## src/rtl/display_scan.sv

```systemverilog
// display_scan -- HUB75 LED panel scanner with binary-coded modulation.
//
// For every row, each of the 8 bit planes is handled in three steps. The
// plane's bit is shifted out serially for all columns. The bits are then
// latched and the row address is updated. Finally the row is lit for
// BASE_TIME << plane cycles. Reads go to an external display memory that
// returns data one cycle after the address. A pending swap request toggles
// the buffer select at frame end.
//
// Optional feature: define DISPLAY_SCAN_GAMMA_EN to square each channel
// ((c*c)>>8) before bit-plane selection. This is combinational and adds no
// latency.
//
// Ports
//   clk, rst        clock, synchronous active-high reset
//   enable          run request, sampled in IDLE and at frame end
//   swap_req        single-cycle buffer swap request (sticky until frame end)
//   flip            display memory buffer select
//   rrow, rcol      display memory read address
//   rdata           pixel {r,g,b} valid one cycle after rrow/rcol
//   panel_clk       HUB75 shift clock
//   panel_lat       HUB75 latch
//   panel_oe_n      HUB75 output enable, active low
//   panel_addr      HUB75 row select
//   panel_rgb       HUB75 serial colour bits
//   frame_done      one-cycle pulse in the first cycle after a frame
//   state_o         FSM state, for debug and checkers
//
// Request semantics: swap_req has no ready. Any cycle with swap_req=1 sets
// the pending flag. The flag is consumed at the next frame end, in the same
// cycle that frame_done is high.
module display_scan #(
  parameter int ROWS      = 8,
  parameter int COLUMNS   = 32,
  parameter int BASE_TIME = 4
) (
  input  logic                       clk,
  input  logic                       rst,
  input  logic                       enable,
  input  logic                       swap_req,
  output logic                       flip,
  output logic [$clog2(ROWS)-1:0]    rrow,
  output logic [$clog2(COLUMNS)-1:0] rcol,
  input  logic [23:0]                rdata,
  output logic                       panel_clk,
  output logic                       panel_lat,
  output logic                       panel_oe_n,
  output logic [$clog2(ROWS)-1:0]    panel_addr,
  output logic [2:0]                 panel_rgb,
  output logic                       frame_done,
  output logic [1:0]                 state_o
);

  localparam int RW = $clog2(ROWS);
  localparam int CW = $clog2(COLUMNS);
  // The shift phase runs steps 0..2*COLUMNS+1. Step 2k presents column k.
  // Step 2k+1 captures column k. That capture is driven at step 2k+2
  // (clock low) and clocked at step 2k+3 (clock high).
  localparam int SW = $clog2(2 * COLUMNS + 2);
  localparam int TW = $clog2(BASE_TIME * 128);

  localparam logic [SW-1:0] LAST_STEP = SW'(2 * COLUMNS + 1);
  localparam logic [SW-1:0] LAST_CAP  = SW'(2 * COLUMNS - 1);
  localparam logic [SW-1:0] FIRST_CLK = SW'(3);
  localparam logic [RW-1:0] LAST_ROW  = RW'(ROWS - 1);

  localparam logic [1:0] IDLE    = 2'd0;
  localparam logic [1:0] SHIFT   = 2'd1;
  localparam logic [1:0] LATCH   = 2'd2;
  localparam logic [1:0] DISPLAY = 2'd3;

  logic [1:0]    state_q, state_d;
  logic [SW-1:0] step_q, step_d;
  logic [2:0]    plane_q, plane_d;
  logic [RW-1:0] row_q, row_d;
  logic [TW-1:0] cnt_q, cnt_d;
  logic [RW-1:0] addr_q, addr_d;
  logic [2:0]    rgb_q, rgb_d;
  logic          pending_q, pending_d;
  logic          flip_q, flip_d;
  logic          done_q, done_d;
  logic          frame_end;
  logic          swap_now;
  logic [7:0]    ch_r, ch_g, ch_b;

  function automatic logic [7:0] shape(input logic [7:0] c);
`ifdef DISPLAY_SCAN_GAMMA_EN
    logic [15:0] sq;
    sq = 16'(c) * 16'(c);
    return sq[15:8];
`else
    return c;
`endif
  endfunction

  assign ch_r = shape(rdata[23:16]);
  assign ch_g = shape(rdata[15:8]);
  assign ch_b = shape(rdata[7:0]);

  assign swap_now = pending_q | swap_req;

  always_comb begin
    state_d   = state_q;
    step_d    = step_q;
    plane_d   = plane_q;
    row_d     = row_q;
    cnt_d     = cnt_q;
    addr_d    = addr_q;
    rgb_d     = rgb_q;
    frame_end = 1'b0;
    case (state_q)
      IDLE: begin
        if (enable) begin
          state_d = SHIFT;
          step_d  = '0;
          row_d   = '0;
          plane_d = '0;
        end
      end
      SHIFT: begin
        if (step_q[0] && step_q <= LAST_CAP) begin
          rgb_d = {ch_r[plane_q], ch_g[plane_q], ch_b[plane_q]};
        end
        if (step_q == LAST_STEP) begin
          state_d = LATCH;
          step_d  = '0;
          // Row select changes only while the panel is dark.
          addr_d  = row_q;
        end else begin
          step_d = step_q + 1'b1;
        end
      end
      LATCH: begin
        state_d = DISPLAY;
        cnt_d   = TW'((BASE_TIME << plane_q) - 1);
      end
      default: begin
        if (cnt_q != '0) begin
          cnt_d = cnt_q - 1'b1;
        end else if (plane_q != 3'd7) begin
          plane_d = plane_q + 1'b1;
          state_d = SHIFT;
        end else begin
          plane_d = '0;
          if (row_q == LAST_ROW) begin
            frame_end = 1'b1;
            row_d     = '0;
            state_d   = enable ? SHIFT : IDLE;
          end else begin
            row_d   = row_q + 1'b1;
            state_d = SHIFT;
          end
        end
      end
    endcase
  end

  // A request arriving in the cycle that detects frame end still belongs to
  // the ending frame. A request in the frame_done cycle waits for the next frame.
  assign pending_d = frame_end ? 1'b0 : swap_now;
  assign flip_d    = frame_end ? (flip_q ^ swap_now) : flip_q;
  assign done_d    = frame_end;

  always_ff @(posedge clk) begin
    if (rst) begin
      state_q   <= IDLE;
      step_q    <= '0;
      plane_q   <= '0;
      row_q     <= '0;
      cnt_q     <= '0;
      addr_q    <= '0;
      rgb_q     <= '0;
      pending_q <= 1'b0;
      flip_q    <= 1'b0;
      done_q    <= 1'b0;
    end else begin
      state_q   <= state_d;
      step_q    <= step_d;
      plane_q   <= plane_d;
      row_q     <= row_d;
      cnt_q     <= cnt_d;
      addr_q    <= addr_d;
      rgb_q     <= rgb_d;
      pending_q <= pending_d;
      flip_q    <= flip_d;
      done_q    <= done_d;
    end
  end

  assign rrow       = row_q;
  assign rcol       = step_q[CW:1];
  assign panel_clk  = (state_q == SHIFT) && step_q[0] && (step_q >= FIRST_CLK);
  assign panel_lat  = (state_q == LATCH);
  assign panel_oe_n = (state_q != DISPLAY);
  assign panel_addr = addr_q;
  assign panel_rgb  = rgb_q;
  assign flip       = flip_q;
  assign frame_done = done_q;
  assign state_o    = state_q;

endmodule

```

## config.mk

```make
export PLATFORM = sky130hd
export DESIGN_NAME = display_scan
export DESIGN_NICKNAME = d
export VERILOG_FILES = /design/src/rtl/display_scan.sv
export SDC_FILE = /design/constraint.sdc
export NUM_CORES = 1
export LEC_CHECK = 0
export BUFFER_PORTS_ARGS = -buffer_cell sky130_fd_sc_hd__buf_2
export CORE_ASPECT_RATIO = 0.9
export CORE_MARGIN = 2
export CORE_UTILIZATION = 50
export DETAILED_ROUTE_END_ITERATION = 10
export PLACE_DENSITY = 0.81
export SYNTH_ARGS = -nofsm -noshare
export SYNTH_HDL_FRONTEND = slang
export SYNTH_SLANG_ARGS = --single-unit
```

## constraint.sdc

```tcl
create_clock -name clk -period 3.15 [get_ports clk]
set_input_delay 0.63 -clock clk [delete_from_list [all_inputs] [get_ports clk]]
set_output_delay 0.63 -clock clk [all_outputs]
set_load 0.02 [all_outputs]
```

==> flow_summary.ini, run 1 <==
[detailed_routing]
wl_met3_um = 320
final_antenna_net_count = 0
drt-pass1-iter-count = 4
drcViolationCount = 0
met2_length_mm = 2.09
routed_via_density = 5.80
drt_iter0_markers = 222
routed.top_layer = met4
met1Wirelength_mm = 2.30
routed_wl_mm = 4.79
vias = 1989
post_drt_wl_per_cell_um = 14.0

[synth]
synthesis.yosys.warnings = 0
ys_types = 48
netlist_area_mm2 = 0.00216
synth_flop_cell = dfxtp_1
synthCells = 256
ys_ff_latch = 33
seq_area_frac_synth = 0.306
ys_async_sr_fraction = 0
synth-edff-count = 0
syn_nets = 301
synth_area_per_cell_um2 = 8.44

[finish]
drive_gt1_frac = 0.234
antennaDiodeCount = 0
nets = 339
design_area_mm2 = 0.00245
finish.utilization = 0.599
nFillCells = 367
area_delta_synth_final_pct = 13.7

[timing]
max_slew_margin = 0.276
hold_violations = 0
holdWs_ps = 491
max_freq_ghz = 0.418
setup_viol = 0
tightest_slew_ps = 1070
fin_worst_skew_ps = 2.29
layout_worst_path_cycle_share = 0.760
drv_slew = 0
fin_setup_tns_ps = 0
rsz0062_at_grt = no
period_minus_slack_ps = 2390

[critical_path]
path_cells = inv_1 > ha_1 > buf_2
path_max_fanout = 23
r2r_setup_slack_ps = 760
crit_path_end_kind = output port
path_buf_inv = 2
worstSetupPathType = flip-flop to output port
worstPathRequired_ps = 2520
rr_worst_depth = 9
max_stage_delay_ps = 690
crit_arrival_ps = 1760
crit_slowest_cell = ha_1
cp_top_family = adder cells
reg2reg_to = cnt_q[8]
cp-start-kind = flip-flop
regToRegStartpoint = plane_q[0]

[pwr]
peakVddDrop_uv = 496
power.density_mw_per_mm2 = 871
p_total_mw = 2.14
p_leak_nw = 1.08

[grt]
grt.overflow.total = 0
grt_max_degree = 33
grt_pass1_vias = 1865
track_usage = 0.222
antenna_found_initial = 0
grt_pass1_wl_mm = 8.44

[clock_tree]
cts_tree = done
cts_max_level = 2
cts_made_buffers = 5
cts.clk_slew.worst_paths_ps = 70
clkLatencyLatePin_ps = 300
postCtsHoldBufs = 0
clock_sinks = 33
post-cts-setup-buffers = 0
root_buffer = clkbuf_8
clockBufferDepth = 2
cts_resized = 0

[worst_hold_path]
hold_class = flip-flop to flip-flop
whs_endpoint = panel_addr[1]
worst_hold_path.num_cells = 2
hold_path.startpoint = panel_addr[1]

[floorplan]
fp-row-count = 22
initial_core_util = 0.527
die_h_um = 66.4
io_pins = 49
die_area_mm2 = 0.00486
core_mm2 = 0.00410
die_x_um = 73.3

[status]
outcome = finished clean

[placed_design]
gp_congestion = 0.840
dpl-instance-area_mm2 = 0.00237
portBuffers = 48
dp_hpwl_mm = 3.51

[run]
maxCapViolCount = 0
-- worst reg2reg max path: stages, from the launching register on --
cell,delay [ps]
dfxtp_1,640
inv_1,170
ha_1,320
nand2_1,120
ha_1,190
nand2b_1,120
o311ai_0,300
o31ai_1,140
a32oi_1,210
nor2_1,50
-- per-layer routing --
layer	vias up	global-route usage
met1	919	0.289
li1	993	-
met5	-	0
met4	0	0.0856
met2	69	0.351
met3	8	0.0534
-- layout by cell type, fill, tap and decap left out, drive strengths merged, types with 3 or more instances in the layout --
master | synthesis | routed
a21oi | 14 | 14
or2 | 4 | 4
nor4 | 7 | 7
clkbuf | 10 | 6
xnor2 | 7 | 7
inv | 12 | 12
mux4 | 6 | 6
nor3 | 8 | 8
or3 | 3 | 3
nand2 | 20 | 20
dfxtp | 33 | 33
ha | 17 | 17
clkinv | 1 | 3
a311oi | 4 | 4
nor2 | 37 | 37
and3 | 4 | 4
mux2i | 6 | 6
a22o | 3 | 3
buf | 8 | 49
or4 | 3 | 3
o31ai | 5 | 5
o21ai | 10 | 10
nand3 | 10 | 10
-- cells in the mapped netlist (all sizes together) (2+ instances only) --
master	n	area, µm²
a22o	3	26.3
clkbuf	10	37.5
o31ai	5	37.5
or4	3	22.5
nor4b	2	17.5
nand3	10	50.1
a311oi	4	35.0
a21oi	14	73.8
dfxtp	33	661
nand2b	2	12.5
buf	8	57.6
nor4	7	43.8
ha	17	213
nand2	20	75.1
and3	4	25.0
or3	3	18.8
inv	12	45.0
mux4	6	135
nor2	37	139
a31oi	2	12.5
xnor2	7	61.3
a32oi	2	17.5
o21ai	10	50.1
or2	4	25.0
nor3	8	51.3
mux2i	6	60.1
xor2	2	17.5
-- where the power goes --
group	switching (mW)	internal, mW
sequential	0.0975	0.487
combinational	0.746	0.490
clock	0.165	0.153
-- per-stage QoR --
step                setup WS, ps  std cells
floorplan                    797        256
finish                       757        343
global route                 383        343
detailed placement           741        335
CTS                          729        343
global placement             858        335
-- logic make-up after synthesis --
logic type / synth area share
compound gates: 0.161
flops: 0.306
buf+inv: 0.0666
simple gates: 0.241
xor+xnor: 0.0365
mux: 0.0904
fa+ha+maj: 0.0985
-- cell type report --
class,count,area [µm²],share of cell area
timing repair buffer,49,248,0.101
multi-input combinational,192,1360,0.552
clock buffer,6,72.6,0.0296
sequential,33,661,0.269
clock inverter,2,10.0,0.00408
tap,48,60.1,0.0245
inverter,13,48.8,0.0199
-- worst max path at each step --
stage / from / endpoint / slack (ps) / cells after the start
6_report: state_o[0] / panel_lat / 760 / 3
5_1_grt: plane_q[0] / cnt_q[8] / 380 / 9
4_1_cts: plane_q[0] / cnt_q[8] / 730 / 9
3_5_place_dp: plane_q[0] / cnt_q[8] / 740 / 9
3_3_place_gp: plane_q[0] / cnt_q[8] / 860 / 9
2_1_floorplan: plane_q[0] / cnt_q[8] / 800 / 11
-- registers in the layout, indices dropped and copies added (netlist names) --
register / flops
frame_done: 1
pending_q: 1
plane_q: 3
rrow: 3
panel_addr: 3
flip: 1
state_o: 2
step_q: 7
panel_rgb: 3
cnt_q: 9
(Power assumes the default switching activity.)
==> inputs of run 2 (changes only) <==
ABC_AREA = 1   (was default)
CORE_UTILIZATION = 49   (was 50)
PLACE_DENSITY = 0.82   (was 0.81)
clock period = 2.2 ns   (was 3.15 ns; I/O delays follow)
==> run 2 against run 1 <==
Net effect: final cell count grew 36%; cell area grew 10%; core utilization up 0.32 points; clock skew increased by 5.1 ps; flip-flop and latch count is the same; sequential share of layout area is 2.5 points lower; combinational power is 72% higher; area after synthesis up 6.8%; non-clock buffer count increased by 4; via count rose by 18%; critical path type unchanged; largest cell class unchanged; highest routed layer unchanged.
==> flow_summary.ini, run 2 <==
[status]
outcome = finished clean

[critical_path]
path_cells = inv_1 > ha_1 > nand2_1 > a41oi_1 > buf_2
max_stage_delay_ps = 360
cp-start-kind = flip-flop
regToRegStartpoint = state_o[0]
reg2reg_to = step_q[5]
crit_slowest_cell = dfxtp_1
crit_path_end_kind = output port
crit_start = state_o[1]
crit_arrival_ps = 1470
path_buf_inv = 2
crit_path_end = panel_clk
path_max_fanout = 5
cp_top_family = flip-flops
rr_worst_depth = 9
path_depth = 5
worstPathRequired_ps = 1760
r2r_setup_slack_ps = 390
worstSetupPathType = flip-flop to output port

[clock_tree]
cts_tree = done
cts_resized = 0
cts_max_level = 2
cts.clk_slew.worst_paths_ps = 70
postCtsHoldBufs = 0
root_buffer = clkbuf_8
post-cts-setup-buffers = 0
cts_made_buffers = 5
clkLatencyLatePin_ps = 290
clockBufferDepth = 2
clock_sinks = 33

[pwr]
peakVddDrop_uv = 881
power.density_mw_per_mm2 = 1340
p_total_mw = 3.61
p_leak_nw = 1.36

[finish]
design_area_mm2 = 0.00270
nets = 448
nFillCells = 433
largest_reg_flops = 9
final_cell_mix = nand2_1 (94), buf_2 (48), nor2_1 (47)
final_common_cell = nand2_1
drive_gt1_frac = 0.203
antennaDiodeCount = 0
area_delta_synth_final_pct = 17.1
reg_top3 = cnt_q x9, step_q x7
top_register = cnt_q

[synth]
seq_area_frac_synth = 0.286
syn_nets = 401
synth_commonest_cells = nand2_1 (94), nor2_1 (47), inv_1 (40), nand3_1 (34), dfxtp_1 (33)
ys_types = 32
synth_area_leaders = dfxtp_1 (29%), nand2_1 (15%), ha_1 (9.2%)
synth_largest_area_cell = dfxtp_1
synthesis.yosys.warnings = 0
synth_top_cell_area_share = 0.286
synth_area_per_cell_um2 = 6.48
synthCells = 356
ys_async_sr_fraction = 0
netlist_area_mm2 = 0.00231
synth_flop_cell = dfxtp_1
synth-edff-count = 0
yosysMostFrequentCell = nand2_1
ys_ff_latch = 33

[worst_hold_path]
hold_class = primary input to flip-flop
hold_path.startpoint = swap_req

[detailed_routing]
drt_iter0_markers = 96
routed_via_density = 5.04
final_antenna_net_count = 0
drcViolationCount = 0
routed_wl_mm = 5.25
vias = 2347
post_drt_wl_per_cell_um = 11.3
drt-pass1-iter-count = 4

[floorplan]
die_area_mm2 = 0.00527
fp-row-count = 23
initial_core_util = 0.514
die_x_um = 76.3
core_mm2 = 0.00449
die_h_um = 69.1
io_pins = 49

[timing]
drv_slew = 0
tightest_slew_ps = 425
max_freq_ghz = 0.523
fin_worst_skew_ps = 7.39
max_slew_margin = 0.717
hold_violations = 0
fin_setup_tns_ps = 0
setup_viol = 0
layout_setup_ws_ps = 286
rsz0062_at_grt = no
layout_worst_path_cycle_share = 0.870
period_minus_slack_ps = 1910

[grt]
grt_max_degree = 17
antenna_found_initial = 0
grt.overflow.total = 0
track_usage = 0.207
grt_pass1_wl_mm = 8.91
grt_pass1_vias = 2141

[placed_design]
dpl-instance-area_mm2 = 0.00258
portBuffers = 48
dp_worst_setup_slack_ps = 430
gp_congestion = 0.864
dp_hpwl_mm = 4.00

[run]
maxCapViolCount = 0
==> run 2: changes by cell type in the layout (fill, tap and decap cells not counted), moves of 5 or more <==
cell     change
mux4_2       -6
inv_1       +28
nand4_1      +5
nor2_1      +10
nor4_1       -7
nand3_1     +24
nand2_1     +74
o31ai_1      -5
a21oi_1      +9
mux2i_1      -6
nor3_1       -5
==> run 2: routing by layer <==
metal / vias to the layer above / track usage / wire [µm]
met5: - / 0 / 0
met1: 1066 / 0.255 / 2400
met4: 0 / 0.0707 / 38
met3: 4 / 0.0563 / 263
met2: 54 / 0.348 / 2540
li1: 1223 / - / -
==> run 2: power breakdown <==
part / switching [mW] / internal, mW / total [mW]
Sequential: 0.146 / 0.738 / 0.884
Combinational: 1.37 / 0.758 / 2.13
Clock: 0.236 / 0.368 / 0.604
Total: 1.75 / 1.86 / 3.61
==> run 2: per-stage QoR <==
step | hold slack, ps | cells | utilization
after floorplan | 447 | 356 | -
after global placement | 464 | 458 | 0.575
after detailed placement | 471 | 458 | 0.575
after CTS | 465 | 466 | 0.602
after global routing | 523 | 466 | 0.602
final | 471 | 466 | 0.602
==> run 2: how the worst min path moves through the flow <==
stage / endpoint / slack (ps) / cells after the start
floorplan: cnt_q[1] / 450 / 2
global placement: cnt_q[1] / 460 / 2
detailed placement: cnt_q[1] / 470 / 2
CTS: pending_q / 460 / 5
global route: cnt_q[1] / 520 / 2
finish: pending_q / 470 / 5
==> run 2: kinds of logic after synthesis <==
group,share of synthesized area
AND/OR/NAND/NOR,0.396
buffers and inverters,0.106
AO/OA/AOI/OAI,0.0960
flip-flops,0.286
adder cells (fa/ha/maj),0.0922
XOR/XNOR,0.0228
==> run 2: worst reg2reg max path, delay by kind of cell, from the launching register on <==
family / cells / cell delay (ps)
XOR/XNOR: 1 / 140
adder cells (fa/ha/maj): 1 / 270
flip-flops: 1 / 420
AND/OR/NAND/NOR: 5 / 630
buffers and inverters: 2 / 250
==> run 2: cell type report <==
class                      instances  area (µm²)  share of cell area
multi-input combinational        267        1400               0.519
clock buffer                       6        82.6              0.0306
inverter                          43         164              0.0607
sequential                        33         661               0.245
tap                               62        77.6              0.0287
timing repair buffer              53         278               0.103
clock inverter                     2        37.5              0.0139
==> inputs of run 3 (changes only) <==
CORE_MARGIN = default   (was 2)
==> run 3 against run 2 <==
Net effect: sequential share of layout area is 0.15 points higher; combinational power about the same; worst setup slack got worse by 29 ps; final cell count fell by 0.21%; maximum frequency shrank 1.5%; core utilization fell by 0.36 points; register-to-register slack better by 40 ps.
==> flow_summary.ini, run 3 (synthesis results as in run 2) <==
[detailed_routing]
final_antenna_net_count = 0
routed_wl_mm = 5.25
post_drt_wl_per_cell_um = 11.3
routed_via_density = 5.03
vias = 2338
drt-pass1-iter-count = 4
drt_iter0_markers = 110
drcViolationCount = 0

[finish]
finish.utilization = 0.598
reg_top3 = cnt_q x9, step_q x7
final_cells = 465
nets = 448
final_common_cell = nand2_1
drive_gt1_frac = 0.201
design_area_mm2 = 0.00269
area_delta_synth_final_pct = 16.4
top_register = cnt_q
final_cell_mix = nand2_1 (94), buf_2 (48), nor2_1 (47)
antennaDiodeCount = 0
largest_reg_flops = 9

[timing]
fin_worst_skew_ps = 2.62
rsz0062_at_grt = no
drv_slew = 0
period_minus_slack_ps = 1940
tightest_slew_ps = 442
hold_violations = 0
max_slew_margin = 0.705
max_freq_ghz = 0.515
holdWs_ps = 480
layout_worst_path_cycle_share = 0.883
setup_viol = 0
fin_setup_tns_ps = 0
layout_setup_ws_ps = 258

[clock_tree]
root_buffer = clkbuf_8
cts_max_level = 2
postCtsHoldBufs = 0
post-cts-setup-buffers = 0
clock_sinks = 33
cts_resized = 0
clockBufferDepth = 2
cts_made_buffers = 5
clkLatencyLatePin_ps = 290
cts.clk_slew.worst_paths_ps = 70
cts_tree = done

[pwr]
power.density_mw_per_mm2 = 1320
p_sw_mw = 1.73
internal_power_mw = 1.83
pwr-share-seq = 0.250
clock_power_share = 0.156
p_total_mw = 3.55
peakVddDrop_uv = 766
switching_share = 0.486
comb_power_share = 0.594
p_leak_nw = 1.36

[placed_design]
dp_hpwl_mm = 4.02
gp_congestion = 0.864
placed_cells = 458
portBuffers = 48
dpl-instance-area_mm2 = 0.00258
dp_worst_setup_slack_ps = 463

[critical_path]
worstSetupPathType = flip-flop to output port
rr_worst_depth = 11
cp-start-kind = flip-flop
reg2reg_to = cnt_q[6]
path_max_fanout = 5
worstPathRequired_ps = 1760
path_cells = inv_1 > ha_1 > nand2_1 > a41oi_1 > buf_2
crit_path_end_kind = output port
regToRegStartpoint = plane_q[1]
r2r_setup_slack_ps = 430
crit_arrival_ps = 1500
crit_slowest_cell = dfxtp_1
max_stage_delay_ps = 350
crit_start = state_o[1]
crit_path_end = panel_clk

[floorplan]
initial_core_util = 0.514
die_h_um = 67.1
die_x_um = 74.3
core_mm2 = 0.00449
fp-row-count = 23
die_area_mm2 = 0.00499
io_pins = 49

[grt]
grt_pass1_wl_mm = 8.89
grt_pass1_vias = 2107
grt.overflow.total = 0
track_usage = 0.229
antenna_found_initial = 0
grt_max_degree = 17

[run]
maxCapViolCount = 0

[status]
outcome = finished clean

[worst_hold_path]
hold_class = flip-flop to flip-flop
## run 3: layout make-up
type                    instances  area (µm²)
clock buffers                   5        68.8
clock inverters                 2        35.0
inverters                      43         164
well taps                      62        77.6
repair buffers                 53         278
multi-input cells             267        1400
fillers                       442        1800
flip-flops and latches         33         661
## run 3: worst max-delay path: cells and delay by family (launching register included)
family	cells	cell delay (ps)
buffers and inverters	2	310
AND/OR/NAND/NOR	1	110
adder cells (fa/ha/maj)	1	280
AO/OA/AOI/OAI	1	170
flip-flops	1	350
## run 3: power groups by stage
stage / clock network [mW] / registers (mW) / logic (mW)
floorplan: 0 / 0.926 / 1.65
global placement: 0 / 0.893 / 2.05
detailed placement: 0 / 0.898 / 2.09
CTS: 0.562 / 0.886 / 2.11
global route: 0.578 / 0.909 / 2.41
finish: 0.556 / 0.887 / 2.11
## run 3: worst min path at each step
| stage | cells past startpoint | slack (ps) | end | startpoint |
|---|---|---|---|---|
| finish | 2 | 480 | cnt_q[1] | cnt_q[1] |
| global route | 2 | 500 | cnt_q[1] | cnt_q[1] |
| CTS | 2 | 480 | cnt_q[1] | cnt_q[1] |
| detailed placement | 2 | 470 | cnt_q[1] | cnt_q[1] |
| global placement | 2 | 460 | cnt_q[1] | cnt_q[1] |
| floorplan | 2 | 450 | cnt_q[1] | cnt_q[1] |
## run 3: layer usage
layer | vias to the layer above | GRT usage | share of wire
li1 | 1223 | - | -
met1 | 1068 | 0.293 | 0.48
met2 | 38 | 0.380 | 0.47
met3 | 9 | 0.0469 | 0.037
met4 | 0 | 0.0802 | 0.014
met5 | - | 0 | 0
